**config.mk**
```make
export PLATFORM = sky130hd
export DESIGN_NAME = apb_slave_mem_flat
export DESIGN_NICKNAME = d
export VERILOG_FILES = /design/src/rtl/apb_slv_pkg.sv /design/src/rtl/apb_slave_mem_if.sv /design/src/rtl/apb_slv_mem.sv /design/src/rtl/apb_slave_mem.sv /design/src/flat_wrapper.sv
export SDC_FILE = /design/constraint.sdc
export NUM_CORES = 1
export LEC_CHECK = 0
export ABC_CLOCK_PERIOD_IN_PS = 31600
export CAP_MARGIN = 20
export CORE_UTILIZATION = 36
export CTS_CLUSTER_DIAMETER = 60
export DETAILED_ROUTE_END_ITERATION = 8
export SLEW_MARGIN = 40
export SYNTH_ARGS = -nofsm -noshare
export SYNTH_HDL_FRONTEND = slang
export SYNTH_SLANG_ARGS = --single-unit
```
**constraint.sdc**
```tcl
create_clock -name clk -period 31.6 [get_ports clk]
set_input_delay 9.48 -clock clk [delete_from_list [all_inputs] [get_ports clk]]
set_output_delay 9.48 -clock clk [all_outputs]
set_load 0.02 [all_outputs]
```
**src/rtl/apb_slv_pkg.sv**
```systemverilog
// Shared types, widths and address-check helper for the APB completer memory.
// Latency: none (declarations only).
// Backpressure: none (declarations only).
package apb_slv_pkg;

    localparam int APB_DW = 32;
    localparam int APB_AW = 32;

    typedef enum logic {
        IDLE,
        ACCESS
    } apb_slv_state_e;

    // Misaligned byte addresses and addresses past the last word are errored
    function automatic logic is_err(input logic [APB_AW-1:0] addr, input int unsigned depth);
        return (addr[1:0] != 2'b00) || (addr >= APB_AW'(depth * 4));
    endfunction

endpackage

```
**src/rtl/apb_slave_mem_if.sv**
```systemverilog
// APB bus bundle between requester and completer, with protocol checks.
// Latency: none (wires only).
// Backpressure: completer stretches the access phase by holding PREADY low.
interface apb_slave_mem_if (
    input logic clk,
    input logic rst
);
    import apb_slv_pkg::*;

    logic              PSEL1;
    logic              PENABLE;
    logic              PWRITE;
    logic [APB_AW-1:0] PADDR;
    logic [APB_DW-1:0] PWDATA;
    logic [APB_DW-1:0] PRDATA;
    logic              PREADY;
    logic              PSLVERR;

    modport master (
        output PSEL1, PENABLE, PWRITE, PADDR, PWDATA,
        input  PRDATA, PREADY, PSLVERR
    );

    modport slave (
        input  PSEL1, PENABLE, PWRITE, PADDR, PWDATA,
        output PRDATA, PREADY, PSLVERR
    );

    // A completed access phase must be followed by PENABLE low
    penable_drop_after_ready: assert property (
        @(posedge clk) disable iff (rst)
        (PSEL1 && PENABLE && PREADY) |=> !PENABLE
    );

    // A stretched access phase keeps PENABLE high unless the requester deselects
    penable_stable_while_waiting: assert property (
        @(posedge clk) disable iff (rst)
        (PSEL1 && PENABLE && !PREADY) |=> (PENABLE || !PSEL1)
    );

endinterface

```
**src/rtl/apb_slv_mem.sv**
```systemverilog
// Word-addressed flop array: one synchronous write port, one combinational read port.
// Latency: write visible on the read port the cycle after the write edge; read is zero-cycle.
// Backpressure: none; a write is accepted on every edge where we is high.
module apb_slv_mem
    import apb_slv_pkg::*;
#(
    parameter int DEPTH = 16,
    parameter int AW    = $clog2(DEPTH)
) (
    input  logic              clk,
    input  logic              rst,
    input  logic              we,
    input  logic [AW-1:0]     widx,
    input  logic [APB_DW-1:0] wdat,
    input  logic [AW-1:0]     ridx,
    output logic [APB_DW-1:0] rdat
);

    logic [APB_DW-1:0] mem [DEPTH];

    // Storage: cleared on reset, single write per cycle
    always_ff @(posedge clk or posedge rst) begin
        if (rst) begin
            for (int i = 0; i < DEPTH; i++) begin
                mem[i] <= '0;
            end
        end else if (we) begin
            mem[widx] <= wdat;
        end
    end

    assign rdat = mem[ridx];

endmodule

```
**src/rtl/apb_slave_mem.sv**
```systemverilog
// APB completer backed by a register memory; flags misaligned/out-of-range accesses.
// Latency: PREADY on access cycle N+1 (N=WAIT_CYCLES with APB_SLV_WAIT_EN defined, else N=0).
// Backpressure: PREADY held low for N access cycles; setup-phase stalls hold the wait count.
module apb_slave_mem
    import apb_slv_pkg::*;
#(
    parameter int DEPTH       = 16,
    parameter int WAIT_CYCLES = 2
) (
    input  logic             clk,
    input  logic             PRESET,
    apb_slave_mem_if.slave   apb
);

    localparam int AW = $clog2(DEPTH);

`ifdef APB_SLV_WAIT_EN
    localparam logic [3:0] N            = 4'(WAIT_CYCLES);
    localparam logic       RDY_AT_SETUP = (N == 4'd0);

    logic [3:0] cnt;
    logic [3:0] cnt_nxt;

    assign cnt_nxt = cnt + 4'd1;
`else
    // Without the wait counter every transfer completes in its first access cycle;
    // WAIT_CYCLES stays on the parameter list so both builds share one interface.
    localparam int   N            = 0 * WAIT_CYCLES;
    localparam logic RDY_AT_SETUP = (N == 0);
`endif

    apb_slv_state_e    state;
    logic [AW-1:0]     idx_q;
    logic              wr_q;
    logic [APB_DW-1:0] wdata_q;
    logic              err_q;
    logic [APB_DW-1:0] prdata_q;
    logic              pready_q;
    logic              pslverr_q;

    logic              setup_err;
    logic [AW-1:0]     rd_idx;
    logic [APB_DW-1:0] rd_dat;
    logic              mem_we;

    assign setup_err = is_err(apb.PADDR, DEPTH);
    assign rd_idx    = apb.PADDR[AW+1:2];

    // Commit only on a clean write completion; aborts and errors never touch memory
    assign mem_we = (state == ACCESS) && apb.PSEL1 && apb.PENABLE && pready_q
                    && wr_q && !err_q;

    apb_slv_mem #(
        .DEPTH (DEPTH),
        .AW    (AW)
    ) u_mem (
        .clk   (clk),
        .rst   (PRESET),
        .we    (mem_we),
        .widx  (idx_q),
        .wdat  (wdata_q),
        .ridx  (rd_idx),
        .rdat  (rd_dat)
    );

    // Transfer FSM: capture on setup, count wait states, then complete or abort
    always_ff @(posedge clk or posedge PRESET) begin
        if (PRESET) begin
            state     <= IDLE;
            idx_q     <= '0;
            wr_q      <= 1'b0;
            wdata_q   <= '0;
            err_q     <= 1'b0;
            prdata_q  <= '0;
            pready_q  <= 1'b0;
            pslverr_q <= 1'b0;
`ifdef APB_SLV_WAIT_EN
            cnt       <= '0;
`endif
        end else begin
            case (state)
                IDLE: begin
                    if (apb.PSEL1 && !apb.PENABLE) begin
                        state     <= ACCESS;
                        idx_q     <= rd_idx;
                        wr_q      <= apb.PWRITE;
                        wdata_q   <= apb.PWDATA;
                        err_q     <= setup_err;
                        // Read data is sampled at setup so later address changes are ignored
                        prdata_q  <= (!apb.PWRITE && !setup_err) ? rd_dat : '0;
                        pready_q  <= RDY_AT_SETUP;
                        pslverr_q <= RDY_AT_SETUP && setup_err;
`ifdef APB_SLV_WAIT_EN
                        cnt       <= '0;
`endif
                    end
                end
                ACCESS: begin
                    if (!apb.PSEL1 || (apb.PENABLE && pready_q)) begin
                        // Completion or abort: back to idle with outputs cleared
                        state     <= IDLE;
                        prdata_q  <= '0;
                        pready_q  <= 1'b0;
                        pslverr_q <= 1'b0;
                    end else if (apb.PENABLE) begin
`ifdef APB_SLV_WAIT_EN
                        cnt       <= cnt_nxt;
                        pready_q  <= (cnt_nxt == N);
                        pslverr_q <= (cnt_nxt == N) && err_q;
`endif
                    end
                end
                default: begin
                    state <= IDLE;
                end
            endcase
        end
    end

    assign apb.PRDATA  = prdata_q;
    assign apb.PREADY  = pready_q;
    assign apb.PSLVERR = pslverr_q;

endmodule

```
**src/flat_wrapper.sv**
```systemverilog
// flat-port wrapper written by rule: the top's interface ports become plain ports
module apb_slave_mem_flat import apb_slv_pkg::*;
#(
    parameter int DEPTH       = 16,
    parameter int WAIT_CYCLES = 2
)
  (clk, PRESET, rst, apb_PSEL1, apb_PENABLE, apb_PWRITE, apb_PADDR, apb_PWDATA, apb_PRDATA, apb_PREADY, apb_PSLVERR);
  apb_slave_mem_if apb_i (.clk(clk), .rst(rst));
  input  logic clk;
  input  logic PRESET;
  input wire logic rst;
  input wire logic [$bits(apb_i.PSEL1)-1:0] apb_PSEL1;
  input wire logic [$bits(apb_i.PENABLE)-1:0] apb_PENABLE;
  input wire logic [$bits(apb_i.PWRITE)-1:0] apb_PWRITE;
  input wire logic [$bits(apb_i.PADDR)-1:0] apb_PADDR;
  input wire logic [$bits(apb_i.PWDATA)-1:0] apb_PWDATA;
  output wire logic [$bits(apb_i.PRDATA)-1:0] apb_PRDATA;
  output wire logic [$bits(apb_i.PREADY)-1:0] apb_PREADY;
  output wire logic [$bits(apb_i.PSLVERR)-1:0] apb_PSLVERR;
  assign apb_i.PSEL1 = apb_PSEL1;
  assign apb_i.PENABLE = apb_PENABLE;
  assign apb_i.PWRITE = apb_PWRITE;
  assign apb_i.PADDR = apb_PADDR;
  assign apb_i.PWDATA = apb_PWDATA;
  assign apb_PRDATA = apb_i.PRDATA;
  assign apb_PREADY = apb_i.PREADY;
  assign apb_PSLVERR = apb_i.PSLVERR;
  apb_slave_mem #(.DEPTH(DEPTH), .WAIT_CYCLES(WAIT_CYCLES)) u_core (.clk(clk), .PRESET(PRESET), .apb(apb_i));
endmodule
```
==> impl_results.md, run 1 <==
- Cell count after synthesis: 1918
- Worst Path Max Fanout: 22
- CTS H-tree depth: 3
- Count of different cell masters after synthesis: 35
- Layout cells sized above 1: 0.341
- Period Utilization, post-route: 0.377
- Sequential share of power: 0.487
- CTS buffer count: 68
- First-pass GRT wire length: 104000 µm
- Die W: 272 µm
- Outcome: finished clean
- Clock buffer depth: 3
- Via density: 5.30
- Chip height: 272 µm
- Worst Clk Skew: 0.0272 ns
- Initial cell density of the core: 0.366
- Hold Vio Cnt, Final: 0
- P_sw: 398 µW
- FMAX: 84.0 MHz
- Buffers on Ports: 102
- Slew HR: 0.492
- DRC: 0
- Worst Setup Start Kind: input pin
- Post-Place Setup Slack: 18.95 ns
- CORE AREA: 71700 µm²
- Most frequent cells in the layout: 585 x dfrtp_1, 505 x mux2_2, 253 x mux2i_1
- Syn nets: 1988
- Starting DRC count in detailed routing: 870
- Final #Nets: 2055
- Worst hold path class: flip-flop to flip-flop
- Clk_lat worst skew: 0.60 ns
- Number of setup buffers added after CTS: 0
- Required @ worst endpoint: 32.07 ns
- Worst setup EP type: flip-flop
- First-pass iteration count of the detailed router: 4
- Design area: 30500 µm²
- Internal: 1.25 mW
- Clock power frac: 0.462
- RSZ-0062 raised after global routing: no
- # hold bufs at CTS: 0
- Yosys reg bits: 585
- Slew Limit Fails: 0
- # diodes: 0
- Row Count: 98
- Clock slew at reported path FFs: 0.06 ns
- Max-cap violation count: 0
- YS warnings: 0
- Reg2reg setup slack: 28.63 ns
- Post_cts resized: 0
- Crit path DAT: 12.38 ns
- Antenna Nets Post-Route: 0
- TritonCTS clock tree: done
- Syn-to-layout area delta: 16.5%
- Gr ovfl total: 0
- Switching Fraction: 0.242
- Global Route Usage Sum: 0.184
- Seq/Total Area, Yosys: 0.558
- Commonest non-fill, non-tap cell in the layout: dfrtp_1
- Clock Sinks: 585
- Root Driver: clkbuf_16
- Slew @ Worst Pin: 0.760 ns
- Final worst slack: 19.70 ns
- Worst VDD drop: 35.9 µV
- Final TNS setup: 0 ns
- Largest net degree at the start of global routing: 117
- Critical path class: input pin to flip-flop
- Total number of vias: 15800
- Combinational power share: 0.051
- I/O pins: 104
- DR WL/cell: 22.3 µm
- WL final: 66700 µm
- Pwr dens: 53.9 nW/µm²
- Placed Area: 28300 µm²
- Number of global-route vias before repair: 17100
- Mapped Avg Cell Area: 13.7 µm²
- Final setup viols: 0
- Die area: 73900 µm²
- Area of the mapped netlist: 26200 µm²
- Leak: 14.7 nW
- Period minus WS final: 11.90 ns
- Post-DP HPWL: 37500 µm
- Antenna violations before repair: 0
- Placer Congestion: 0.744
==> synth_stat cells <==
library cell  number  share of area
dfrtp_1          585           0.56
mux2_2           505           0.22
mux2i_1          253          0.097
nor2_1            98          0.014
buf_2             65          0.012
o22ai_1           64          0.015
clkbuf_1          46         0.0066
buf_1             38         0.0054
nand2_1           37         0.0053
nor4_1            37         0.0088
mux2_1            34          0.015
o21ai_0           33         0.0063
o31ai_1           32         0.0092
nor3_1            31         0.0059
mux2_4            10         0.0057
nand2b_1           6         0.0014
nor4_2             6         0.0029
nor3_4             5         0.0031
buf_4              4         0.0011
buf_6              4         0.0017
nor3_2             4         0.0015
and2_1             3        0.00072
inv_1              3        0.00043
mux4_2             2         0.0017
nor2b_1            2        0.00048
or4_1              2        0.00057
a21oi_1            1        0.00019
and3_1             1        0.00024
and4_1             1        0.00033
maj3_1             1        0.00038
nand4_1            1        0.00024
nand4bb_1          1        0.00043
nor3b_1            1        0.00029
nor4b_4            1        0.00091
or2_2              1        0.00024
==> power groups by stage <==
stage / Sequential, mW / Clock (mW) / Combinational (mW)
5_1_grt: 0.806 / 0.812 / 0.0918
6_report: 0.802 / 0.760 / 0.0845
2_1_floorplan: 0.787 / 0 / 0.0686
3_5_place_dp: 0.814 / 0 / 0.0863
3_3_place_gp: 0.812 / 0 / 0.0832
4_1_cts: 0.801 / 0.782 / 0.0865
==> cell type report <==
class | count | area (µm²)
Clock buffer | 105 | 2000
Clock inverter | 17 | 175
Fill cell | 6536 | 41200
Inverter | 3 | 23.8
Multi-Input combinational cell | 1173 | 11000
Sequential cell | 585 | 14600
Tap cell | 950 | 1190
Timing Repair Buffer | 154 | 1530
==> cells by family after synthesis <==
group / count (synthesis) / share of synthesized area
flops: 585 / 0.558
simple gates: 238 / 0.0474
mux: 804 / 0.335
compound gates: 130 / 0.0309
fa+ha+maj: 1 / 0.000382
buf+inv: 160 / 0.0277
==> sequential cells by signal (all words and copies together), names as in the netlist <==
register and flops:
u_core.u_mem.mem 512, u_core.err_q 1, u_core.wdata_q 32, u_core.apb.PRDATA 32, u_core.apb.PSLVERR 1, u_core.wr_q 1, u_core.state 1, u_core.apb.PREADY 1
u_core.idx_q 4
==> final timing paths <==
check                                 startpoint                     to  cells after the start
hold reg to reg            u_core.apb.PRDATA[30]  u_core.apb.PRDATA[30]                      2
hold / removal             u_core.apb.PRDATA[30]  u_core.apb.PRDATA[30]                      2
min in group asynchronous                 PRESET            u_core.wr_q                      2
setup reg to reg                    u_core.state  u_core.u_mem.mem[309]                      6
max in group asynchronous                 PRESET  u_core.u_mem.mem[336]                      5
setup / recovery                       apb_PSEL1  u_core.u_mem.mem[309]                      7
==> through the flow <==
step | std cells | utilization | hold slack [ns] | power, mW
floorplan | 1918 | - | 0.457 | 0.855
global placement | 2852 | 0.392 | 0.467 | 0.895
detailed placement | 2865 | 0.395 | 0.471 | 0.900
CTS | 2987 | 0.426 | 0.484 | 1.67
global route | 2987 | 0.426 | 0.493 | 1.71
finish | 2987 | 0.426 | 0.482 | 1.65
==> worst max-delay path, cell delays in order <==
cell and delay [ns]:
clkdlybuf4s50_1 0.52, nand2_1 0.12, nand4bb_2 0.27, buf_4 0.28, nor3_4 0.70, buf_4 0.57
mux2_2 0.40
==> per-layer routing <==
layer	wire length (µm)	track usage
met5	0	0
met4	1920	0.0622
met3	2210	0.0297
met2	31900	0.298
met1	30600	0.249
Power figures use the tool's default switching activity.
==> run 2, diff against run 1 <==
Settings changed: ABC_CLOCK_PERIOD_IN_PS 31600 to 10750.
Clock period 31.6 ns to 10.75 ns, I/O delays scaled along.
==> run 2 against run 1 <==
  * Combinational power increased to 2.9 times the previous value
  * Wire length decreased by 0.24%
  * Worst hold slack worse by 0.0052 ns
  * Largest power group unchanged
  * Highest routed layer unchanged
==> impl_results.md, run 2 (synthesized netlist as in run 1, its figures left out) <==
- Syn-to-layout area delta: 16.2%
- Clock buffer depth: 3 (unchanged)
- CTS H-tree depth: 3 (unchanged)
- Global Route Usage Sum: 0.183 (-0.000684)
- Switching Fraction: 0.243 (+0.000633)
- Internal: 3.64 mW (+190%)
- First-pass iteration count of the detailed router: 4 (unchanged)
- CP startpoint: apb_PENABLE
- Post-DP HPWL: 35800 µm (-4.4%)
- Largest net degree at the start of global routing: 165 (+41%)
- Worst Setup Start Kind: input pin
- Slowest stage delay, CP: 0.69 ns (about the same)
- Finished Layout Cells: 2974 (-0.44%)
- CTS buffer count: 67 (-1.5%)
- Most frequent cells in the layout: 585 x dfrtp_1, 505 x mux2_2, 253 x mux2i_1
- Max reg flops: 512 (unchanged)
- WL final: 66500 µm (-0.24%)
- Worst Clk Skew: 0.0188 ns (-0.00838 ns)
- Number of global-route vias before repair: 16900 (-0.74%)
- Worst setup EP type: flip-flop
- Final TNS setup: 0 ns (unchanged)
- Layout cells sized above 1: 0.340 (-0.000776)
- Initial cell density of the core: 0.366 (unchanged)
- Final #Nets: 2050 (-0.24%)
- Commonest non-fill, non-tap cell in the layout: dfrtp_1
- FMAX: 171 MHz
- Period minus WS final: 5.84 ns
- Most frequent CP cell: buf_4
- Worst hold path startpoint: u_core.apb.PRDATA[24]
- Hold Vio Cnt, Final: 0 (unchanged)
- Via density: 5.29 (-0.16%)
- Chip height: 272 µm (unchanged)
- Total power: 4.81 mW (+190%)
- # hold bufs at CTS: 0 (unchanged)
- Period Utilization, post-route: 0.543
- First-pass GRT wire length: 104000 µm (about the same)
- Gr ovfl total: 0 (unchanged)
- Clk_lat worst skew: 0.60 ns (about the same)
- Placed Area: 28200 µm² (-0.39%)
- Buffers on Ports: 102 (unchanged)
- Worst Path Max Fanout: 26 (+18%)
- TritonCTS clock tree: done
- # diodes: 0 (unchanged)
- Pwr dens: 158 nW/µm² (+190%)
- Clock slew at reported path FFs: 0.05 ns (about the same)
- Worst VDD drop: 90.2 µV (+150%)
- Worst hold margin: 0.477 ns (-0.00517 ns)
- Root Driver: clkbuf_16
- Required @ worst endpoint: 11.23 ns (-20.84 ns)
- Total number of vias: 15700 (-0.59%)
- Slew HR: 0.418 (-0.0743)
- RSZ-0062 raised after global routing: no
- Crit path DAT: 6.31 ns (-6.07 ns)
- Combinational power share: 0.052 (about the same)
- Max-cap violation count: 0 (unchanged)
- P_sw: 1.17 mW (+190%)
- Die W: 272 µm (unchanged)
- Outcome: finished clean
- Antenna Nets Post-Route: 0 (unchanged)
- Critical path class: input pin to flip-flop
- Leak: 14.6 nW (-0.31%)
- DRC: 0 (unchanged)
- Clock Sinks: 585 (unchanged)
- DR WL/cell: 22.4 µm (+0.20%)
- Design area: 30500 µm² (-0.21%)
- Slew Limit Fails: 0 (unchanged)
- Dpl cells: 2855 (-0.35%)
- Register bank with the most flops: u_core.u_mem.mem
- Placer Congestion: 0.754 (+1.4%)
- Row Count: 98 (unchanged)
- Sequential share of power: 0.491 (+0.004)
- Crit-path slowest cell: nor4b_4
- Die area: 73900 µm² (unchanged)
- Final setup viols: 0 (unchanged)
- I/O pins: 104 (unchanged)
- Crit-path cells: clkdlybuf4s50_1 -> and2_1 -> nand4bb_2 -> buf_4 -> nor4b_4 -> buf_4 -> mux2_2
- Starting DRC count in detailed routing: 1051 (+21%)
- Worst hold path class: flip-flop to flip-flop
- Antenna violations before repair: 0 (unchanged)
- Post_cts resized: 0 (unchanged)
- Reg-to-reg startpoint: u_core.state
- CORE AREA: 71700 µm² (unchanged)
- Number of setup buffers added after CTS: 0 (unchanged)
- Clock power frac: 0.458 (-0.004)
- Slew @ Worst Pin: 0.871 ns (+0.111 ns)
==> run 2: cell types whose count changed in the layout (fill, tap and decap cells not counted), moves of 2 or more <==
cell	change
buf_6	-4
clkinv_2	-2
buf_4	-2
buf_12	+3
clkbuf_1	-7
==> run 2: area by class of cell <==
| class | instances | area [µm²] |
|---|---|---|
| multi-input cells | 1173 | 11000 |
| inverters | 3 | 15.0 |
| clock buffers | 100 | 2000 |
| repair buffers | 150 | 1530 |
| clock inverters | 13 | 131 |
| fillers | 6576 | 41200 |
| well taps | 950 | 1190 |
| flip-flops and latches | 585 | 14600 |
==> run 2: path summary, 6_finish.rpt <==
check | cells after the start | slack (ns) | endpoint
max | 7 | 4.91 | u_core.u_mem.mem[510]
min | 2 | 0.48 | u_core.apb.PRDATA[24]
max reg2reg | 6 | 7.61 | u_core.u_mem.mem[510]
min reg2reg | 2 | 0.48 | u_core.apb.PRDATA[24]
max in group asynchronous | 5 | 5.88 | u_core.u_mem.mem[198]
min in group asynchronous | 2 | 3.03 | u_core.u_mem.mem[189]
==> run 2: per-stage QoR <==
| stage | setup WS [ns] | util |
|---|---|---|
| 2_1_floorplan | -0.448 | - |
| 3_3_place_gp | 4.25 | 0.392 |
| 3_5_place_dp | 4.33 | 0.394 |
| 4_1_cts | 4.95 | 0.423 |
| 5_1_grt | 4.85 | 0.425 |
| 6_report | 4.91 | 0.425 |
==> run 2: critical path, delay by kind of cell <==
| kind | cells | cell delay, ns |
|---|---|---|
| mux | 1 | 0.40 |
| simple gates | 3 | 1.08 |
| buf+inv | 3 | 1.52 |
==> run 2: metal layers <==
layer	track usage	wire (µm)
met5	0	0
met4	0.0553	1490
met3	0.0258	1900
met2	0.301	32500
met1	0.249	30600
==> run 2: power by group through the flow <==
stage          Combinational (mW)  Clock [mW]  Sequential [mW]
2_1_floorplan               0.202           0             2.31
3_3_place_gp                0.244           0             2.39
3_5_place_dp                0.250           0             2.40
4_1_cts                     0.251        2.26             2.36
5_1_grt                     0.268        2.36             2.37
6_report                    0.249        2.20             2.36
